## src/rtl/pipe_addsub.sv

```systemverilog
// rtl/pipe_addsub.sv - pipelined segmented adder/subtractor with valid/ready handshakes
//
// Purpose: computes {cout,s} = a + b + cin (sub=0) or a + ~b + ~cin (sub=1),
// resolving SEG bits per pipeline slot. STAGES = WIDTH/SEG is both the latency
// and the number of operations held. Slots compact forward under backpressure.
//
// Ports:
//   clk        rising-edge clock
//   rst_n      asynchronous active-low reset
//   a, b       operands (WIDTH)
//   cin        carry-in (add) / borrow-in (sub)
//   sub        0 = add, 1 = subtract
//   in_valid   operands valid
//   in_ready   slot 0 can accept
//   s          registered result (WIDTH)
//   cout       carry-out of MSB (sub: 1 = no borrow)
//   ovf        two's-complement overflow
//   out_valid  result valid
//   out_ready  consumer accepts result
module pipe_addsub #(
   parameter int WIDTH = 16,
   parameter int SEG   = 4
) (
   input  logic             clk,
   input  logic             rst_n,
   input  logic [WIDTH-1:0] a,
   input  logic [WIDTH-1:0] b,
   input  logic             cin,
   input  logic             sub,
   input  logic             in_valid,
   output logic             in_ready,
   output logic [WIDTH-1:0] s,
   output logic             cout,
   output logic             ovf,
   output logic             out_valid,
   input  logic             out_ready
);
   localparam int STAGES = WIDTH / SEG;

   logic [STAGES-1:0] valid;
   logic [STAGES-1:0] adv;
   logic [WIDTH-1:0]  b_x;
   logic              c_x;
   logic              accept;

   // Subtraction is folded into the operands once, at accept time.
   assign b_x = sub ? ~b : b;
   assign c_x = sub ? ~cin : cin;

   // A slot advances unless every slot downstream of it is full and the
   // consumer is stalling. Written as a flat reduction over the valid bits so
   // there is no combinational chain through adv itself.
   always_comb begin
      logic full_above;
      full_above = 1'b1;
      adv        = '0;
      for (int k = 0; k < STAGES; k++) begin
         full_above = 1'b1;
         for (int j = k + 1; j < STAGES; j++) begin
            full_above = full_above & valid[j];
         end
         adv[k] = valid[k] & (out_ready | ~full_above);
      end
   end

   assign in_ready = ~valid[0] | adv[0];
   assign accept   = in_valid & in_ready;

   for (genvar k = 0; k < STAGES; k++) begin : g_slot
      // Width of the operand bits still unresolved when entering stage k.
      localparam int OPW = WIDTH - k * SEG;

      logic [OPW-1:0]       op_a;
      logic [OPW-1:0]       op_b;
      logic                 op_c;
      logic                 take;
      logic [SEG:0]         sum;
      logic                 v_r;
      logic                 c_r;
      logic [(k+1)*SEG-1:0] s_r;

      if (k == 0) begin : g_src
         assign op_a = a;
         assign op_b = b_x;
         assign op_c = c_x;
         assign take = accept;
      end else begin : g_src
         assign op_a = g_slot[k-1].g_pend.a_r;
         assign op_b = g_slot[k-1].g_pend.b_r;
         assign op_c = g_slot[k-1].c_r;
         assign take = adv[k-1];
      end

      assign sum      = {1'b0, op_a[SEG-1:0]} + {1'b0, op_b[SEG-1:0]} + {{SEG{1'b0}}, op_c};
      assign valid[k] = v_r;

      always_ff @(posedge clk or negedge rst_n) begin
         if (!rst_n) begin
            v_r <= 1'b0;
            c_r <= 1'b0;
         end else if (take) begin
            v_r <= 1'b1;
            c_r <= sum[SEG];
         end else if (adv[k]) begin
            v_r <= 1'b0;
         end
      end

      // Resolved low segments accumulate: this stage's segment goes on top.
      if (k == 0) begin : g_res
         always_ff @(posedge clk or negedge rst_n) begin
            if (!rst_n)    s_r <= '0;
            else if (take) s_r <= sum[SEG-1:0];
         end
      end else begin : g_res
         always_ff @(posedge clk or negedge rst_n) begin
            if (!rst_n)    s_r <= '0;
            else if (take) s_r <= {sum[SEG-1:0], g_slot[k-1].s_r};
         end
      end

      // Only the still-pending upper operand segments travel forward.
      if (k < STAGES - 1) begin : g_pend
         logic [OPW-SEG-1:0] a_r;
         logic [OPW-SEG-1:0] b_r;
         always_ff @(posedge clk or negedge rst_n) begin
            if (!rst_n) begin
               a_r <= '0;
               b_r <= '0;
            end else if (take) begin
               a_r <= op_a[OPW-1:SEG];
               b_r <= op_b[OPW-1:SEG];
            end
         end
      end

      // Carry into the MSB is a^b^sum at that bit; xor with carry-out gives overflow.
      if (k == STAGES - 1) begin : g_last
         logic ovf_r;
         always_ff @(posedge clk or negedge rst_n) begin
            if (!rst_n)    ovf_r <= 1'b0;
            else if (take) ovf_r <= op_a[SEG-1] ^ op_b[SEG-1] ^ sum[SEG-1] ^ sum[SEG];
         end
      end
   end

   assign s         = g_slot[STAGES-1].s_r;
   assign cout      = g_slot[STAGES-1].c_r;
   assign ovf       = g_slot[STAGES-1].g_last.ovf_r;
   assign out_valid = valid[STAGES-1];
endmodule

```

## config.mk

```make
export PLATFORM = sky130hd
export DESIGN_NAME = pipe_addsub
export DESIGN_NICKNAME = d
export VERILOG_FILES = /design/src/rtl/pipe_addsub.sv
export SDC_FILE = /design/constraint.sdc
export NUM_CORES = 1
export LEC_CHECK = 0
export CAP_MARGIN = 30
export CORE_ASPECT_RATIO = 0.8
export CORE_MARGIN = 1
export CORE_UTILIZATION = 59
export CTS_CLUSTER_DIAMETER = 120
export DETAILED_ROUTE_END_ITERATION = 8
export GPL_TIMING_DRIVEN = 0
export PLACE_DENSITY = 0.85
export SLEW_MARGIN = 20
export SYNTH_ARGS = -nofsm -noshare
export SYNTH_HDL_FRONTEND = slang
export SYNTH_SLANG_ARGS = --single-unit
```

## constraint.sdc

```tcl
create_clock -name clk -period 5.51 [get_ports clk]
set_clock_uncertainty 0.05 [all_clocks]
set_input_delay 1.102 -clock clk [delete_from_list [all_inputs] [get_ports clk]]
set_output_delay 1.102 -clock clk [all_outputs]
set_load 0.05 [all_outputs]
```

Yosys cells after proc, flatten, opt, wreduce, memory -nomap -nowiden
Index checks and enable logic that the tools add are counted.
Storage, ports and cells
  register bits after elaboration: 97
  input port bits: 38
  output and inout port bits: 20
Operators by class
  add/sub/neg operators: 8
  muxes and demuxes: 10
  bitwise gates (word level): 21
  reduce and logical (&&, ||, !) cells: 4
Operators by type and width (number)
  $add A4 B4 Y5: 4
  $add A5 B1 Y5: 4
  $mux W16: 1
  $not A16 Y16: 1
  $mux W1: 9
  $and A1 B1 Y1: 8
  $reduce_bool A2 Y1: 4
  $not A1 Y1: 5
  $or A1 B1 Y1: 4
  $xor A1 B1 Y1: 3

Longest topological paths before layout
  word-level depth: 8
  mapped depth: 8

Least setup slack after synthesis
OpenSTA, ideal clock, no wires.
  kind: input to register
  start: in sub
  end: reg g_slot[0].c_r
  arrival: 2.882 ns
  path slack: 2.450 ns
  stages on the path: 8
  cell sequence: buf_2 buf_2 xor2_1 fa_1 fa_1 a21o_1 a21oi_1 o21ai_0
On the way
  longest elaborated chain between the ends: 3
Ends and longest elaborated chain
  start, declared: RTL line 29  | input logic sub,
  $mux W16: RTL line 47  | assign b_x = sub ? ~b : b;
  $add A4 B4 Y5: RTL line 94  | assign sum = {1'b0, op_a[SEG-1:0]} + {1'b0, op_b[SEG-1:0]} + {{SEG{1'b0}}, op_c};
  $add A5 B1 Y5 (*): RTL line 94
  end signal, assigned: RTL line 103  | c_r <= sum[SEG];
  end, declared: RTL line 79  | logic c_r;
Every way passes the cells marked *; elsewhere a longest branch is shown, timed or not.
A chain may end at the register's enable or synchronous reset.

Worst setup path after layout
  start: in out_ready
  end: out in_ready
On the way
  longest elaborated chain between the ends: 3
Ends and longest elaborated chain
  start, declared: RTL line 36  | input logic out_ready
  $or A1 B1 Y1: RTL line 62  | adv[k] = valid[k] & (out_ready | ~full_above);
  $and A1 B1 Y1: RTL line 62
  $or A1 B1 Y1: RTL line 66  | assign in_ready = ~valid[0] | adv[0];
  end, declared: RTL line 31  | output logic in_ready,
No other way between the ends.

==> impl_metrics.py <==
metrics = {
    "route": {
        "via_per_inst": 5.327,
        "drt_iter0_markers": 82,
        "avgRoutedWirePerCell_um": 15.70,
        "drt_first_pass_iters": 6,
        "routed_wl_um": 7301,
        "drc": 0,
        "vias": 2477,
        "ant_nets": 0,
    },
    "worst_setup_path": {
        "crit_top_cell": "clkdlybuf4s50_1",
        "worstPathCellList": "clkdlybuf4s50_1 -> nand4b_4 -> or2_2 -> clkdlybuf4s50_1",
        "rr_worst_depth": 5,
        "worst_path_largest_cell_delay_ns": 0.71,
        "end_kind": "primary output",
        "arrival_ns": 2.79,
        "critPathSlowestCell": "clkdlybuf4s50_1",
        "r2r_setup_slack_ns": 3.61,
        "crit_fanout": 4,
        "required_ns": 4.36,
        "r2r-end": "g_slot[1].c_r",
        "start_kind": "input pin",
        "cp_num_buf_inv": 2,
        "r2r_start": "g_slot[0].c_r",
        "cp_top_family": "buffers and inverters",
        "worstSetupPathType": "in -> out",
    },
    "sta": {
        "timing.hold.ws_ns": 0.4311,
        "finalCritPeriodShare": 0.7148,
        "timing_hold_violations_final": 0,
        "rsz0062_at_grt": "false",
        "tightest_slew_ns": 0.4950,
        "worst_slew_margin_rel": 0.6689,
        "finalSetupTns_ns": 0,
        "slew_violations": 0,
        "fmax_ghz": 0.2539,
        "layout_min_cycle_time_ns": 3.938,
        "finalSetupViolCount": 0,
    },
    "yosys": {
        "synth_top_family_by_area": "multiplexers",
        "synthMuxAreaShare": 0.1803,
        "synthFlopType": "dfrtp_1",
        "syn_area_um2": 4248,
        "synth_seq_area_share": 0.5714,
        "synth_compound_gate_area_share": 0.05508,
        "yosysTopAreaCellShare": 0.5714,
        "yosysMostFrequentCell": "dfrtp_1",
        "netlist_top_cells_count": "dfrtp_1 (97), mux2_2 (58), nand2_1 (28), o21ai_0 (25), xnor2_1 (15)",
        "ys_top_cells_by_area": "dfrtp_1 (57%), mux2_2 (15%), fa_1 (3.8%), ha_1 (3.5%), xnor2_1 (3.1%)",
        "synth-xor-area-share": 0.05361,
        "ys_types": 23,
        "synth_enable_flop_cells": 0,
        "yosys.area_share.adder": 0.07305,
        "yosys.area.top_type": "dfrtp_1",
        "syn_nets": 365,
        "avgSynthCellArea_um2": 13.84,
        "yosysWarnings": 0,
        "async_flop_share": 1.000,
        "synth-seq-cells": 97,
        "syn_inst": 307,
        "yosys.area_share.simple": 0.04418,
    },
    "power": {
        "ir_drop_uv": 263.8,
        "combPwrFrac": 0.376,
        "pwr-share-seq": 0.429,
        "internal_power_mw": 1.684,
        "switching_share": 0.3439,
        "powerDensity_nw_per_um2": 497.2,
        "p_leak_nw": 2.287,
        "netSwitchingPower_mw": 0.8827,
        "pwr-share-clk": 0.195,
        "total_power_mw": 2.567,
    },
    "clocking": {
        "post_cts_resized": 0,
        "cts_max_level": 3,
        "cts.sinks": 97,
        "post_cts_buffers": 0,
        "clock_latency_ns": 0.36,
        "cts_buffers": 9,
        "clk_pin_slew_ns": 0.08,
        "ctsHoldBuffers": 0,
        "ctsLongestPathBuffers": 2,
        "cts_tree": "yes",
        "cts-root-buf": "clkbuf_8",
    },
    "floorplan": {
        "row_count": 27,
        "core_um2": 6925,
        "dieHeight_um": 77.90,
        "start_util": 0.6134,
        "die_area_um2": 7545,
        "chipWidth_um": 96.87,
        "pin_count": 58,
    },
    "worst_hold_path": {
        "min_from": "g_slot[2].s_r[10]",
        "holdPathStages": 2,
        "hold_class": "reg -> reg",
        "holdPathEnd": "g_slot[2].s_r[10]",
    },
    "global_routing": {
        "grt_overflow_total": 0,
        "grt_max_degree": 63,
        "grt_pass1_wl_um": 12530,
        "antenna_found_initial": 0,
        "track_usage": 0.2184,
        "grt_pass1_vias": 2601,
    },
    "place": {
        "port_buffers": 56,
        "placed_area_um2": 4946,
        "dpl.cell_count": 451,
        "place_congestion": 0.7373,
        "dp.final_hpwl_um": 5170,
    },
    "flow_run": {
        "cap_violations": 0,
    },
    "final_layout": {
        "finalNetCount": 433,
        "syn_to_final_growth_pct": 21.53,
        "fin_cells": 465,
        "fin_area_um2": 5162,
        "diodes": 0,
        "drive_gt1_frac": 0.2381,
    },
    "run_status": {
        "status": "completed",
    },
}
==> through the flow <==
stage	setup slack (ns)	util
floorplan	2.450	-
global placement	-0.1583	0.7100
detailed placement	1.573	0.7142
CTS	1.568	0.7454
global route	1.529	0.7454
finish	1.572	0.7454
==> layer usage <==
| layer | up-vias | track usage | part of all wire |
|---|---|---|---|
| met3 | 15 | 0.05315 | 0.038 |
| li1 | 1179 | - | - |
| met5 | - | 0 | 0 |
| met4 | 0 | 0.08507 | 0.020 |
| met2 | 55 | 0.3754 | 0.51 |
| met1 | 1228 | 0.2685 | 0.43 |
==> worst min-delay path: stages (launching register included) <==
cell and delay, ns:
dfrtp_1 0.35, nand2_1 0.04, o21ai_0 0.06
==> how the worst max path moves through the flow <==
stage	cells past startpoint	startpoint	slack, ns	to
after floorplan	8	sub	2.45	g_slot[0].c_r
after CTS	4	out_ready	1.57	in_ready
after detailed placement	4	out_ready	1.57	in_ready
final	4	out_ready	1.57	in_ready
after global placement	1	rst_n	-0.16	g_slot[0].g_pend.a_r[3]
after global routing	4	out_ready	1.53	in_ready
==> power by group through the flow <==
stage	Clock, mW	Combinational, mW	Sequential [mW]
after CTS	0.510	0.979	1.10
after floorplan	0	0.474	1.31
after detailed placement	0	0.971	1.12
final	0.500	0.965	1.10
after global routing	0.538	1.05	1.13
after global placement	0	0.939	1.10
==> flip-flops by register name (all words and copies together), names as in the netlist <==
signal,count
g_slot.c_r,3
g_slot.s_r,24
cout,1
g_slot.v_r,3
out_valid,1
s,16
ovf,1
g_slot.g_pend.a_r,24
g_slot.g_pend.b_r,24
==> kinds of logic (layout without fill, tap and decap cells) <==
kind of cell    count (synthesis)  in the layout
flops                          97             97
mux                            68             68
compound gates                 41             41
simple gates                   39             39
xor+xnor                       26             26
fa+ha+maj                      20             20
buf+inv                        16             87
==> layout make-up <==
type / count / area [µm²]
Timing Repair Buffer: 57 / 589.3
Sequential cell: 97 / 2427
Tap cell: 87 / 108.9
Multi-Input combinational cell: 194 / 1725
Inverter: 4 / 15.01
Buffer: 12 / 80.08
Clock inverter: 3 / 65.06
Clock buffer: 11 / 151.4
Fill cell: 443 / 1763
==> cells in the final DEF (no fill, tap or decap), drive strengths merged, types with 4 or more instances in the layout <==
master         synthesis  routed
xnor2                 15      15
clkdlybuf4s50          0      55
fa                     8       8
mux2                  68      68
inv                    4       4
o21ai                 26      26
ha                    12      12
a21oi                  8       8
clkbuf                 1      12
nand2b                 5       5
buf                   11      13
nand2                 29      29
xor2                  11      11
dfrtp                 97      97
a21o                   7       7
(Power assumes the default switching activity.)
